### config.mk
export PLATFORM = sky130hd
export DESIGN_NAME = vga_timing_ctrl
export DESIGN_NICKNAME = d
export VERILOG_FILES = /design/src/rtl/vga_timing_ctrl.sv
export SDC_FILE = /design/constraint.sdc
export NUM_CORES = 1
export LEC_CHECK = 0
export BUFFER_PORTS_ARGS = -buffer_cell sky130_fd_sc_hd__buf_2
export CAP_MARGIN = 5
export CELL_PAD_IN_SITES_DETAIL_PLACEMENT = 0
export CELL_PAD_IN_SITES_GLOBAL_PLACEMENT = 1
export CORE_AREA = 2 2 82 84
export CTS_BUF_LIST = sky130_fd_sc_hd__clkbuf_8
export DETAILED_ROUTE_END_ITERATION = 7
export DIE_AREA = 0 0 84 86
export PLACE_DENSITY_LB_ADDON = 0.12
export SLEW_MARGIN = 20
export SYNTH_ARGS = -nofsm -noshare
export SYNTH_HDL_FRONTEND = slang
export SYNTH_SLANG_ARGS = --single-unit
### constraint.sdc
create_clock -name clk -period 1.9 [get_ports clk]
set_input_delay 0.285 -clock clk [delete_from_list [all_inputs] [get_ports clk]]
set_output_delay 0.285 -clock clk [all_outputs]
set_load 0.02 [all_outputs]
### src/rtl/vga_timing_ctrl.sv
// Frame-aligned video timing generator: hsync/vsync/de, pixel coordinates and TMDS period.
// Define VTG_PREAMBLE_EN to schedule HDMI preamble and guard-band periods (DVI mode otherwise).
module vga_timing_ctrl #(
  parameter int unsigned H_ACTIVE = 640,
  parameter int unsigned H_FP     = 16,
  parameter int unsigned H_SYNC   = 96,
  parameter int unsigned H_BP     = 48,
  parameter int unsigned V_ACTIVE = 480,
  parameter int unsigned V_FP     = 10,
  parameter int unsigned V_SYNC   = 2,
  parameter int unsigned V_BP     = 33,
  parameter bit          SYNC_POL = 1'b0
) (
  input  logic        clk,
  input  logic        rst_n,
  input  logic        enable,
  output logic        running,
  output logic        hsync,
  output logic        vsync,
  output logic        de,
  output logic [10:0] x,
  output logic [9:0]  y,
  output logic        frame_start,
  output logic        line_start,
  output logic [1:0]  period
);

  localparam int unsigned HW      = 11;
  localparam int unsigned VW      = 10;
  localparam int unsigned H_TOTAL = H_ACTIVE + H_FP + H_SYNC + H_BP;
  localparam int unsigned V_TOTAL = V_ACTIVE + V_FP + V_SYNC + V_BP;

  if (H_TOTAL > (1 << HW)) begin : g_h_overflow
    $error("vga_timing_ctrl: H_TOTAL exceeds the 11-bit horizontal counter");
  end
  if (V_TOTAL > (1 << VW)) begin : g_v_overflow
    $error("vga_timing_ctrl: V_TOTAL exceeds the 10-bit vertical counter");
  end
`ifdef VTG_PREAMBLE_EN
  if (H_BP < 10) begin : g_bp_short
    $error("vga_timing_ctrl: H_BP must be at least 10 to fit preamble and guard band");
  end
`endif

  localparam logic [HW-1:0] H_LAST     = HW'(H_TOTAL - 1);
  localparam logic [HW-1:0] H_ACT_END  = HW'(H_ACTIVE);
  localparam logic [HW-1:0] H_SYNC_BEG = HW'(H_ACTIVE + H_FP);
  localparam logic [HW-1:0] H_SYNC_END = HW'(H_ACTIVE + H_FP + H_SYNC);
  localparam logic [VW-1:0] V_LAST     = VW'(V_TOTAL - 1);
  localparam logic [VW-1:0] V_ACT_END  = VW'(V_ACTIVE);
  localparam logic [VW-1:0] V_SYNC_BEG = VW'(V_ACTIVE + V_FP);
  localparam logic [VW-1:0] V_SYNC_END = VW'(V_ACTIVE + V_FP + V_SYNC);
`ifdef VTG_PREAMBLE_EN
  localparam logic [HW-1:0] H_PRE_BEG   = HW'(H_TOTAL - 10);
  localparam logic [HW-1:0] H_GUARD_BEG = HW'(H_TOTAL - 2);
  localparam logic [VW-1:0] V_ACT_LAST  = VW'(V_ACTIVE - 1);
`endif

  typedef enum logic {ST_IDLE = 1'b0, ST_RUN = 1'b1} state_t;

  state_t          state_q, state_d;
  logic            enable_q;
  logic [HW-1:0]   h_cnt;
  logic [VW-1:0]   v_cnt;
  logic            frame_end;

  logic            running_c, hsync_c, vsync_c, de_c, frame_start_c, line_start_c;
  logic [1:0]      period_c;

  assign frame_end = (h_cnt == H_LAST) && (v_cnt == V_LAST);

  // State register plus the enable sampling flop that launches and ends frames
  always_ff @(posedge clk or negedge rst_n) begin
    if (!rst_n) begin
      state_q  <= ST_IDLE;
      enable_q <= 1'b0;
    end else begin
      state_q  <= state_d;
      enable_q <= enable;
    end
  end

  // Next state: start on a sampled enable, stop only on the last pixel of a frame
  always_comb begin
    state_d = state_q;
    case (state_q)
      ST_IDLE: if (enable_q) state_d = ST_RUN;
      ST_RUN:  if (!enable_q && frame_end) state_d = ST_IDLE;
      default: state_d = ST_IDLE;
    endcase
  end

  // Raster counters; held at the origin whenever the controller is not running
  always_ff @(posedge clk or negedge rst_n) begin
    if (!rst_n) begin
      h_cnt <= '0;
      v_cnt <= '0;
    end else if (state_q == ST_RUN && state_d == ST_RUN) begin
      if (h_cnt == H_LAST) begin
        h_cnt <= '0;
        v_cnt <= (v_cnt == V_LAST) ? '0 : v_cnt + VW'(1);
      end else begin
        h_cnt <= h_cnt + HW'(1);
      end
    end else begin
      h_cnt <= '0;
      v_cnt <= '0;
    end
  end

  // Output decode of the current counter position, registered one cycle below
  always_comb begin
    running_c     = (state_d == ST_RUN);
    hsync_c       = ~SYNC_POL;
    vsync_c       = ~SYNC_POL;
    de_c          = 1'b0;
    frame_start_c = 1'b0;
    line_start_c  = 1'b0;
    period_c      = 2'd0;
    if (state_q == ST_RUN) begin
      de_c          = (h_cnt < H_ACT_END) && (v_cnt < V_ACT_END);
      hsync_c       = ((h_cnt >= H_SYNC_BEG) && (h_cnt < H_SYNC_END)) ? SYNC_POL : ~SYNC_POL;
      vsync_c       = ((v_cnt >= V_SYNC_BEG) && (v_cnt < V_SYNC_END)) ? SYNC_POL : ~SYNC_POL;
      frame_start_c = (h_cnt == '0) && (v_cnt == '0);
      line_start_c  = (h_cnt == '0);
      if (de_c) begin
        period_c = 2'd3;
      end
`ifdef VTG_PREAMBLE_EN
      else if ((v_cnt == V_LAST) || (v_cnt < V_ACT_LAST)) begin
        if (h_cnt >= H_GUARD_BEG)    period_c = 2'd2;
        else if (h_cnt >= H_PRE_BEG) period_c = 2'd1;
      end
`endif
    end
  end

  always_ff @(posedge clk or negedge rst_n) begin
    if (!rst_n) begin
      running     <= 1'b0;
      hsync       <= ~SYNC_POL;
      vsync       <= ~SYNC_POL;
      de          <= 1'b0;
      x           <= '0;
      y           <= '0;
      frame_start <= 1'b0;
      line_start  <= 1'b0;
      period      <= 2'd0;
    end else begin
      running     <= running_c;
      hsync       <= hsync_c;
      vsync       <= vsync_c;
      de          <= de_c;
      x           <= (state_q == ST_RUN) ? h_cnt : '0;
      y           <= (state_q == ST_RUN) ? v_cnt : '0;
      frame_start <= frame_start_c;
      line_start  <= line_start_c;
      period      <= period_c;
    end
  end

endmodule

Word level (Yosys, flattened, before mapping)
Cells that the tools add are included.

Flip-flop bits (word level): 51. Logic and storage cells: 53. Output and inout bits: 29.

Bitwise gates (word level): 1. Magnitude comparators: 6. Reduce and logical (&&, ||, !) cells: 10. Muxes and demuxes: 19. Equal/unequal tests: 3. Add/sub/neg operators: 2.

Operators with widths (number): $mux 10 (4); $mux 11 (3); $lt 11x10->1 const B (2); $lt 10x9->1 const B (2); $add 11x1->11 const B (1); $eq 11x10->1 const B (1); $ge 11x10->1 const B (1); $logic_not 11->1 (1); $add 10x1->10 const B (1); $eq 10x10->1 const B (1); $ge 10x9->1 const B (1); $logic_not 10->1 (1); $mux 1 (9); $logic_and 1x1->1 (7); $mux 2 (2); $ne 2x2->1 const B (1); $pmux 1 s2 (1); $logic_not 1->1 (1); $not 1->1 (1).

Logic depth before layout (Yosys ltp)
Gate-level depths: netlist (run 1).

Word-level depth: 7. Depth in mapped cells: 7.

Worst setup path before layout (run 1)
No wires, ideal clock.

Path kind: flip-flop to flip-flop. From: reg h_cnt[0]. To: reg v_cnt[8]. Arrival: 1.680 ns. Path slack: 0.094 ns. Stages on the path, launching flop included: 7. Data required time: 1.774 ns. Buffers on the path: 1. Cell sequence: dfrtp_1 ha_1 nand4_2 or4_4 nand2_4 buf_12 o22ai_2.

Cells in the longest elaborated chain, start to end: 7. Elaborated cells between the ends (all ways): 8. Those cells by class: eq/ne: 2; mux: 3; reduce/logical: 3.

RTL lines: start, declared (line 63) `logic [HW-1:0] h_cnt;`; start signal, assigned (line 103) `h_cnt <= h_cnt + HW'(1);`; $eq 11x10->1 (*) (line 70, 99); $logic_and 1x1->1 (line 70) `assign frame_end = (h_cnt == H_LAST) && (v_cnt == V_LAST);`; $logic_and 1x1->1 (line 88) `ST_RUN: if (!enable_q && frame_end) state_d = ST_IDLE;`; $mux 1 (line 88); $pmux 1 s2 (line 86) `case (state_q)`; $logic_and 1x1->1 (line 98) `end else if (state_q == ST_RUN && state_d == ST_RUN) begin`; $ne 2x2->1 (no line) / $mux 10 (equally long branches); end signal, assigned (line 101) `v_cnt <= (v_cnt == V_LAST) ? '0 : v_cnt + VW'(1);`; end, declared (line 64) `logic [VW-1:0] v_cnt;`.

Every way passes the cells marked *; elsewhere a longest branch is shown, timed or not. A chain may end at the register's enable or synchronous reset.

Worst setup path after layout (run 1)
From: reg h_cnt[1]. To: reg v_cnt[6].

The elaborated chain is that of the path after synthesis.

==> parameters.txt, run 1 <==
Parameter                              Value

Power and ir drop
  Part of the power in combinational logic ... 0.248
  Sw power ... 0.798 mW
  Net Sw Frac ... 0.283
  Cell-internal power ... 2.02 mW
  Part of the power in registers ... 0.446
  Peak VDD IR ... 0.000493 V
  Share of total power in the clock network ... 0.306
  Leakage ... 1.22 nW
  Cell Pwr Density ... 1080 nW/um2

Synthesis
  Most used DFF post-synth ... dfrtp_1
  Synthesized-area fraction occupied by and/or/nand/nor cells ... 0.240
  Synthesized flop and latch total ... 49
  Compound-cell area share of the yosys netlist ... 0.0627
  Syn Std Cell Area ... 2150 um2
  Most numerous cell in the Yosys netlist ... dfrtp_1
  Largest area contributor in the netlist ... dfrtp_1
  Number of instances in the synthesized netlist ... 195
  Adder-cell share of the synthesized area ... 0.0232
  Sequential element share of the synthesized area ... 0.570
  EDFF count, synth ... 0
  Number of distinct library cell variants in the gate-level netlist after synthesis ... 40
  Xor and xnor area share after synthesis ... 0.0447
  Multiplexer share of the synthesized area ... 0
  Yosys top cell area share ... 0.546
  Dominant combinational cell family by area after synthesis ... simple AND/OR/NAND/NOR gates
  Post-Synthesis Mean Instance Area ... 11.0 um2
  Total number of yosys warnings ... 0
  Post-synthesis net count ... 202
  Dominant cells by area after synthesis ... dfrtp_1 (55%), and2_1 (6.7%), xnor2_1 (4.1%), nor2_1 (2.8%), dfstp_2 (2.4%)
  Most frequent cells after synthesis ... dfrtp_1 (47), and2_1 (23), nor2_1 (16)
  Async set-reset flop share out of synthesis ... 1.00

Min path
  Class of the tightest hold or removal check ... in2reg

Layout
  Layout cell share with drive strength beyond 1 ... 0.286
  Relative area change from synthesis to final layout ... 21.7%
  Net count of the finished layout ... 247
  Fraction of the core area covered by cells at the end of the flow ... 0.418
  Finished Cell Area ... 2620 um2
  Final-layout fill cell count ... 626
  Antenna diode count ... 0

Die
  Starting Density ... 0.343
  Total Die Area ... 7220 um2
  Number of I/O pins ... 32
  Chip width ... 84 um
  Placeable core region ... 6280 um2
  Die height ... 86 um
  Floorplan row count ... 29

Clock tree
  Number of buffers inserted during clock tree synthesis ... 5
  Worst-case clock buffer depth ... 2
  Clock latency of the later-clocked register in the worst-skew pair ... 300 ps
  Clock sink count ... 49
  Total setup buffers inserted after CTS ... 0
  Deepest level of the CTS H-tree ... 2
  Clock-pin slew on the worst setup and hold paths ... 90 ps
  TritonCTS clock tree ... built
  CTS Root Buffer Type ... clkbuf_8

Placement
  Final HPWL DP ... 3140 um
  Port Buffers ... 31
  Cell area reported after detailed placement ... 2470 um2
  Final estimated routing congestion in global placement ... 0.769

Worst setup path
  WS Path Type ... reg2reg
  Register-to-register path setup slack ... 130 ps
  Data arrival time of the critical path ... 1950 ps
  Critical-path maximum fanout ... 18
  Worst Path Required ... 2080 ps
  Kind of capture point of the worst setup path ... register
  Category of the worst setup path launch point ... register

Timing
  Slew at the pin closest to its max-slew limit ... 557 ps
  Worst-case headroom to the max-slew limit ... 0.629
  Total negative setup slack ... 0 ps
  FMAX ... 0.564 GHz
  Post-route minimum period ... 1770 ps
  Final Hold Violating Endpoints ... 0
  Pins over their slew limit ... 0
  Final-report setup violation count ... 0
  Tcrit/Tclk final ... 0.934
  Unrepaired setup endpoints after global routing ... no
  Hold Worst Slack ... 88.1 ps
  Worst clock skew ... 6.38 ps

Route
  Number of iterations in the first detailed-routing pass ... 4
  DRC viols ... 0
  Total via count after detailed routing ... 1,526
  Detail Route Antenna Nets ... 0
  Top routing layer used ... met4
  Number of design-rule violations left by the first detailed-router iteration ... 92
  Met1 Routed Length ... 2320 um
  Met2 Wirelength ... 1990 um
  WL final ... 4510 um
  Avg WL per Cell ... 14.2 um
  Total length of routed met3 wires ... 173 um
  Ratio of routed vias to standard cells ... 4.80

GRT
  Largest net degree at the start of global routing ... 28
  Number of global-route vias before repair ... 1,537
  Total gr overflow ... 0
  Global-route wire length before repair ... 7660 um
  Number of antenna violations at the first check in global routing ... 0
  All-layer global routing usage ... 0.134

Run
  Max-cap violations ... 0

Run status
  Run status ... completed
cell usage in the layout (no fill, tap or decap), drive strengths merged, types with 5 or more instances in the layout:
cell / instances
nand2: 10
nor2: 16
xnor2: 10
clkbuf: 5
dfrtp: 47
and2: 24
nand3: 10
nor4: 5
buf: 49
nor3: 6
a31oi: 6
nand4: 5
inv: 11
what timing repair did:
action | 4_1_cts | 5_1_grt
gates resized for setup | 0 | 2
hold buffers | 1 | 0
hold endpoints to repair | 21 | 0
endpoints found under the setup margin | 0 | 3
area by class of cell:
| cell class | instances | area [um2] | share of cell area |
|---|---|---|---|
| clock inverters | 3 | 65.1 | 0.0248 |
| repair buffers | 50 | 317 | 0.121 |
| flip-flops and latches | 49 | 1230 | 0.469 |
| well taps | 77 | 96.3 | 0.0367 |
| inverters | 11 | 41.3 | 0.0157 |
| multi-input cells | 123 | 806 | 0.307 |
| clock buffers | 5 | 68.8 | 0.0262 |
routing by layer:
layer,track usage,up-vias
met3,0.0385,2
li1,-,743
met4,0.0352,0
met5,0,-
met2,0.199,27
met1,0.194,754
critical path, cell delays in order, from the launching register on:
cell	delay, ps
dfrtp_1	360
ha_1	220
nand4_2	140
or4_4	570
nand2_4	230
a31oi_1	120
cells by family after synthesis:
group | after synthesis
xor gates and xnor gates | 11
AOI/OAI and AO/OA | 20
DFF | 49
adders and majority gates | 4
buffers and inverters | 23
and+or+nand+nor | 88
flip-flops by register name, indices dropped and copies added (netlist names), 10 cells and up:
name and flops:
v_cnt 10, y 10, x 11, h_cnt 11
power by group through the flow:
stage               combinational [mW]  sequential [mW]  clock, mW
global placement                 0.697             1.28          0
finish                           0.700             1.26      0.864
floorplan                        0.323             1.39          0
global route                     0.778             1.28      0.943
detailed placement               0.705             1.28          0
CTS                              0.708             1.26      0.893
through the flow:
step | std cells | power [mW] | worst slack (ps)
6_report | 318 | 2.82 | 126
5_1_grt | 318 | 3.00 | 14.4
4_1_cts | 318 | 2.86 | 106
3_5_place_dp | 309 | 1.99 | 111
3_3_place_gp | 309 | 1.98 | 143
2_1_floorplan | 195 | 1.72 | 93.5
path summary, 6_finish.rpt:
path | startpoint | endpoint | depth (start not counted)
max reg2reg | h_cnt[1] | v_cnt[6] | 5
max in group asynchronous | rst_n | vsync | 3
min | enable | enable_q | 1
max | h_cnt[1] | v_cnt[6] | 5
min in group asynchronous | rst_n | x[7] | 2
min reg2reg | enable_q | running | 1
No activity file was read; power rests on OpenSTA's default activity.
==> run 2, diff against run 1 <==
Settings changed: RECOVER_POWER set to 25.
==> parameters.txt, run 2 (same netlist as run 1, synthesis figures left out) <==
Parameter                              Value

Placement
  Port Buffers ... 31 (unchanged)
  Number of placed cells counting well taps ... 309 (unchanged)
  Final HPWL DP ... 3140 um (unchanged)
  Final estimated routing congestion in global placement ... 0.769 (unchanged)
  Worst slack, placed ... 111 ps (unchanged)

Clock tree
  Clock-pin slew on the worst setup and hold paths ... 90 ps (about the same)
  Number of buffers inserted during clock tree synthesis ... 5 (unchanged)
  Clock latency of the later-clocked register in the worst-skew pair ... 300 ps (about the same)
  Worst-case clock buffer depth ... 2 (unchanged)
  Deepest level of the CTS H-tree ... 2 (unchanged)
  Total setup buffers inserted after CTS ... 0 (unchanged)
  Clock sink count ... 49 (unchanged)
  TritonCTS clock tree ... built
  CTS Root Buffer Type ... clkbuf_8

GRT
  Number of antenna violations at the first check in global routing ... 0 (unchanged)
  Total gr overflow ... 0 (unchanged)
  Number of global-route vias before repair ... 1,537 (unchanged)
  Global-route wire length before repair ... 7660 um (unchanged)
  All-layer global routing usage ... 0.134 (unchanged)
  Largest net degree at the start of global routing ... 28 (unchanged)

Run status
  Run status ... completed

Timing
  Final Hold Violating Endpoints ... 0 (unchanged)
  Tcrit/Tclk final ... 0.934 (about the same)
  Slew at the pin closest to its max-slew limit ... 1340 ps (+780 ps)
  Hold Worst Slack ... 88.2 ps (+0.0559 ps)
  FMAX ... 0.564 GHz (about the same)
  Post-route minimum period ... 1770 ps (-0.242 ps)
  Final-report setup violation count ... 0 (unchanged)
  Post-layout worst setup margin ... 126 ps (+0.242 ps)
  Worst-case headroom to the max-slew limit ... 0.109 (-0.520)
  Pins over their slew limit ... 0 (unchanged)
  Worst clock skew ... 5.64 ps (-0.739 ps)
  Unrepaired setup endpoints after global routing ... no
  Total negative setup slack ... 0 ps (unchanged)

Power and ir drop
  Cell Pwr Density ... 1080 nW/um2 (about the same)
  Leakage ... 1.21 nW (-0.56%)
  Peak VDD IR ... 0.000494 V (+0.11%)

Layout
  Net count of the finished layout ... 247 (unchanged)
  Antenna diode count ... 0 (unchanged)
  Fraction of the core area covered by cells at the end of the flow ... 0.418 (about the same)
  Relative area change from synthesis to final layout ... 21.7% (about the same)
  Most used cells in the layout excluding fill and tap cells ... dfrtp_1 (47), buf_2 (30), and2_1 (18)
  Filler-free cell count of the finished design ... 318 (unchanged)
  Biggest registers after layout ... h_cnt: 11 flops, x: 11 flops
  Most common cell after layout, fill and taps aside ... dfrtp_1
  Layout cell share with drive strength beyond 1 ... 0.282 (-0.00415)

Run
  Max-cap violations ... 0 (unchanged)

Route
  DRC viols ... 0 (unchanged)
  Detail Route Antenna Nets ... 0 (unchanged)
  Total via count after detailed routing ... 1,521 (-0.33%)
  Ratio of routed vias to standard cells ... 4.78 (-0.33%)
  Avg WL per Cell ... 14.2 um (about the same)
  WL final ... 4510 um (about the same)
  Number of design-rule violations left by the first detailed-router iteration ... 90 (-2.2%)
  Number of iterations in the first detailed-routing pass ... 4 (unchanged)

Worst setup path
  Category of the worst setup path launch point ... register
  Data arrival time of the critical path ... 1950 ps (about the same)
  Critical-path maximum fanout ... 18 (unchanged)
  Register-to-register path setup slack ... 130 ps (about the same)
  Worst Path Required ... 2080 ps (about the same)
  WS Path Type ... reg2reg
  Capturing point of the worst reg2reg path ... v_cnt[6]
  Depth of the most critical reg-to-reg path ... 5 (unchanged)
  Termination of the worst setup path ... v_cnt[6]
  Kind of capture point of the worst setup path ... register
  Launching element of the worst setup path ... h_cnt[1]
  RR Startpoint ... h_cnt[1]

Die
  Placeable core region ... 6280 um2 (unchanged)
  Number of I/O pins ... 32 (unchanged)
  Die height ... 86 um (unchanged)
  Total Die Area ... 7220 um2 (unchanged)
  Starting Density ... 0.343 (unchanged)
  Floorplan row count ... 29 (unchanged)
  Chip width ... 84 um (unchanged)

Min path
  Class of the tightest hold or removal check ... in2reg
run 2: what timing repair did:
action / 4_1_cts / 5_1_grt
hold buffers: 1 / 0
endpoints found under the setup margin: 0 / 3
endpoints found under the hold margin: 21 / 0
resized for setup: 0 / 2
run 2: area by class of cell:
type / instances / area (um2)
fillers: 626 / 3660
multi-input cells: 123 / 806
well taps: 77 / 96.3
clock inverters: 3 / 65.1
repair buffers: 50 / 315
clock buffers: 5 / 68.8
flip-flops and latches: 49 / 1230
inverters: 11 / 41.3
run 2: power by group:
group	leakage, nW	switching [mW]	internal (mW)
Sequential	0.637	0.0719	1.19
Combinational	0.503	0.385	0.313
Clock	0.0681	0.344	0.523
Total	1.21	0.800	2.02
run 2: worst max-delay path, cell delays in order (launching register included):
cell and delay, ps:
dfrtp_1 360, ha_1 220, nand4_2 140, or4_4 570, nand2_4 230, a31oi_1 120
run 2: how the worst min path moves through the flow:
stage | startpoint | slack (ps) | to | cells after the start
global route | enable | 70 | enable_q | 1
global placement | rst_n | 310 | x[2] | 1
finish | enable | 90 | enable_q | 1
detailed placement | rst_n | 320 | x[2] | 1
CTS | enable | 80 | enable_q | 1
floorplan | rst_n | -10 | enable_q | 0
run 2: through the flow:
step	instance area (um2)	power, mW
final	2620	2.82
after global routing	2620	3.00
after CTS	2610	2.86
after detailed placement	2470	1.99
after global placement	2470	1.98
after floorplan	2150	1.72
run 2: layer usage:
metal	vias up	wire (um)	global-route usage
li1	743	-	-
met1	749	2340	0.194
met2	27	1970	0.199
met3	2	173	0.0385
met4	0	24	0.0352
met5	-	0	0
==> run 3, diff against run 2 <==
Settings changed: MAX_ROUTING_LAYER set to met4.
==> parameters.txt, run 3 (same netlist as run 1, synthesis figures left out) <==
Parameter                              Value

Route
  Detail Route Antenna Nets ... 0 (unchanged)
  Number of iterations in the first detailed-routing pass ... 6 (+2)
  DRC viols ... 0 (unchanged)
  Ratio of routed vias to standard cells ... 4.77 (-0.26%)
  WL final ... 4510 um (-0.11%)
  Number of design-rule violations left by the first detailed-router iteration ... 81 (-10%)
  Total via count after detailed routing ... 1,517 (-0.26%)
  Avg WL per Cell ... 14.2 um (-0.11%)

Timing
  Worst-case headroom to the max-slew limit ... 0.109 (+0.000219)
  Pins over their slew limit ... 0 (unchanged)
  Post-layout worst setup margin ... 125 ps (-1.65 ps)
  Unrepaired setup endpoints after global routing ... no
  Final-report setup violation count ... 0 (unchanged)
  Post-route minimum period ... 1780 ps (+1.65 ps)
  Final Hold Violating Endpoints ... 0 (unchanged)
  Slew at the pin closest to its max-slew limit ... 1340 ps (-0.329 ps)
  Worst clock skew ... 5.64 ps (+0.00352 ps)
  FMAX ... 0.563 GHz (about the same)
  Total negative setup slack ... 0 ps (unchanged)
  Tcrit/Tclk final ... 0.934 (about the same)

Layout
  Relative area change from synthesis to final layout ... 21.7% (unchanged)
  Most used cells in the layout excluding fill and tap cells ... dfrtp_1 (47), buf_2 (30), and2_1 (18)
  Most common cell after layout, fill and taps aside ... dfrtp_1
  Net count of the finished layout ... 247 (unchanged)
  Antenna diode count ... 0 (unchanged)
  Fraction of the core area covered by cells at the end of the flow ... 0.418 (unchanged)
  Layout cell share with drive strength beyond 1 ... 0.282 (unchanged)
  Biggest registers after layout ... h_cnt: 11 flops, x: 11 flops
  Filler-free cell count of the finished design ... 318 (unchanged)

Placement
  Final estimated routing congestion in global placement ... 0.780 (+1.3%)
  Port Buffers ... 31 (unchanged)
  Number of placed cells counting well taps ... 309 (unchanged)
  Worst slack, placed ... 111 ps (unchanged)
  Final HPWL DP ... 3140 um (unchanged)

Die
  Total Die Area ... 7220 um2 (unchanged)
  Floorplan row count ... 29 (unchanged)
  Chip width ... 84 um (unchanged)
  Die height ... 86 um (unchanged)
  Placeable core region ... 6280 um2 (unchanged)
  Starting Density ... 0.343 (unchanged)
  Number of I/O pins ... 32 (unchanged)

GRT
  Largest net degree at the start of global routing ... 28 (unchanged)
  All-layer global routing usage ... 0.138 (+0.00384)
  Total gr overflow ... 0 (unchanged)
  Number of antenna violations at the first check in global routing ... 0 (unchanged)
  Global-route wire length before repair ... 7650 um (-0.18%)
  Number of global-route vias before repair ... 1,537 (unchanged)

Power and ir drop
  Sw power ... 0.799 mW (-0.17%)
  Part of the power in registers ... 0.446 (about the same)
  Part of the power in combinational logic ... 0.247 (about the same)
  Share of total power in the clock network ... 0.306 (about the same)
  Cell Pwr Density ... 1080 nW/um2 (about the same)
  Net Sw Frac ... 0.283 (-0.000351)
  Cell-internal power ... 2.02 mW (unchanged)
  Leakage ... 1.21 nW (unchanged)
  Total power ... 2.82 mW (about the same)
  Peak VDD IR ... 0.000494 V (about the same)

Worst setup path
  Kind of capture point of the worst setup path ... register
  Critical-path maximum fanout ... 18 (unchanged)
  Category of the worst setup path launch point ... register
  WS Path Type ... reg2reg
  Data arrival time of the critical path ... 1950 ps (about the same)
  Worst Path Required ... 2080 ps (about the same)

Clock tree
  Clock sink count ... 49 (unchanged)
  Worst-case clock buffer depth ... 2 (unchanged)
  Number of buffers inserted during clock tree synthesis ... 5 (unchanged)
  Deepest level of the CTS H-tree ... 2 (unchanged)
  CTS Root Buffer Type ... clkbuf_8
  Clock-pin slew on the worst setup and hold paths ... 90 ps (about the same)
  Clock latency of the later-clocked register in the worst-skew pair ... 300 ps (about the same)
  TritonCTS clock tree ... built

Run status
  Run status ... completed

Min path
  Class of the tightest hold or removal check ... in2reg

Run
  Max-cap violations ... 0 (unchanged)
==> run 3: final timing paths <==
path | startpoint | to | slack, ps | cells past startpoint
worst max-delay path | h_cnt[1] | v_cnt[6] | 120 | 5
worst min-delay path | enable | enable_q | 90 | 1
worst max register to register | h_cnt[1] | v_cnt[6] | 120 | 5
worst min register to register | enable_q | running | 440 | 1
max in group asynchronous | rst_n | vsync | 250 | 3
min in group asynchronous | rst_n | x[2] | 810 | 2
==> run 3: layer usage <==
layer	track usage	up-vias	part of all wire
li1	-	742	-
met1	0.193	742	0.51
met2	0.199	31	0.44
met3	0.0385	2	0.036
met4	0.0352	0	0.0058
met5	-	-	0
==> run 3: timing repair <==
item	in CTS	in global routing
buffers inserted	0	0
resized for setup	0	2
setup endpoints to repair	0	3
endpoints found under the hold margin	21	0
hold buffers	1	0
==> run 3: metrics by stage <==
stage | cell area [um2] | hold slack [ps]
floorplan | 2150 | -10.6
global placement | 2470 | 307
detailed placement | 2470 | 319
CTS | 2610 | 79.1
global route | 2620 | 72.6
finish | 2620 | 89.0
==> run 3: worst max-delay path, stage by stage, from the launching register on <==
cell	delay [ps]
dfrtp_1	360
ha_1	220
nand4_2	140
or4_4	570
nand2_4	230
a31oi_1	120
==> run 3: area by class of cell <==
class	count	area [um2]
clock buffer	5	68.8
clock inverter	3	65.1
fill	626	3660
inverter	11	41.3
multi-input combinational	123	806
sequential	49	1230
tap	77	96.3
timing repair buffer	50	315
==> run 3: power by group through the flow <==
stage | clock network (mW) | logic, mW | registers [mW]
finish | 0.865 | 0.698 | 1.26
global route | 0.940 | 0.777 | 1.28
CTS | 0.893 | 0.708 | 1.26
detailed placement | 0 | 0.705 | 1.28
global placement | 0 | 0.697 | 1.28
floorplan | 0 | 0.323 | 1.39
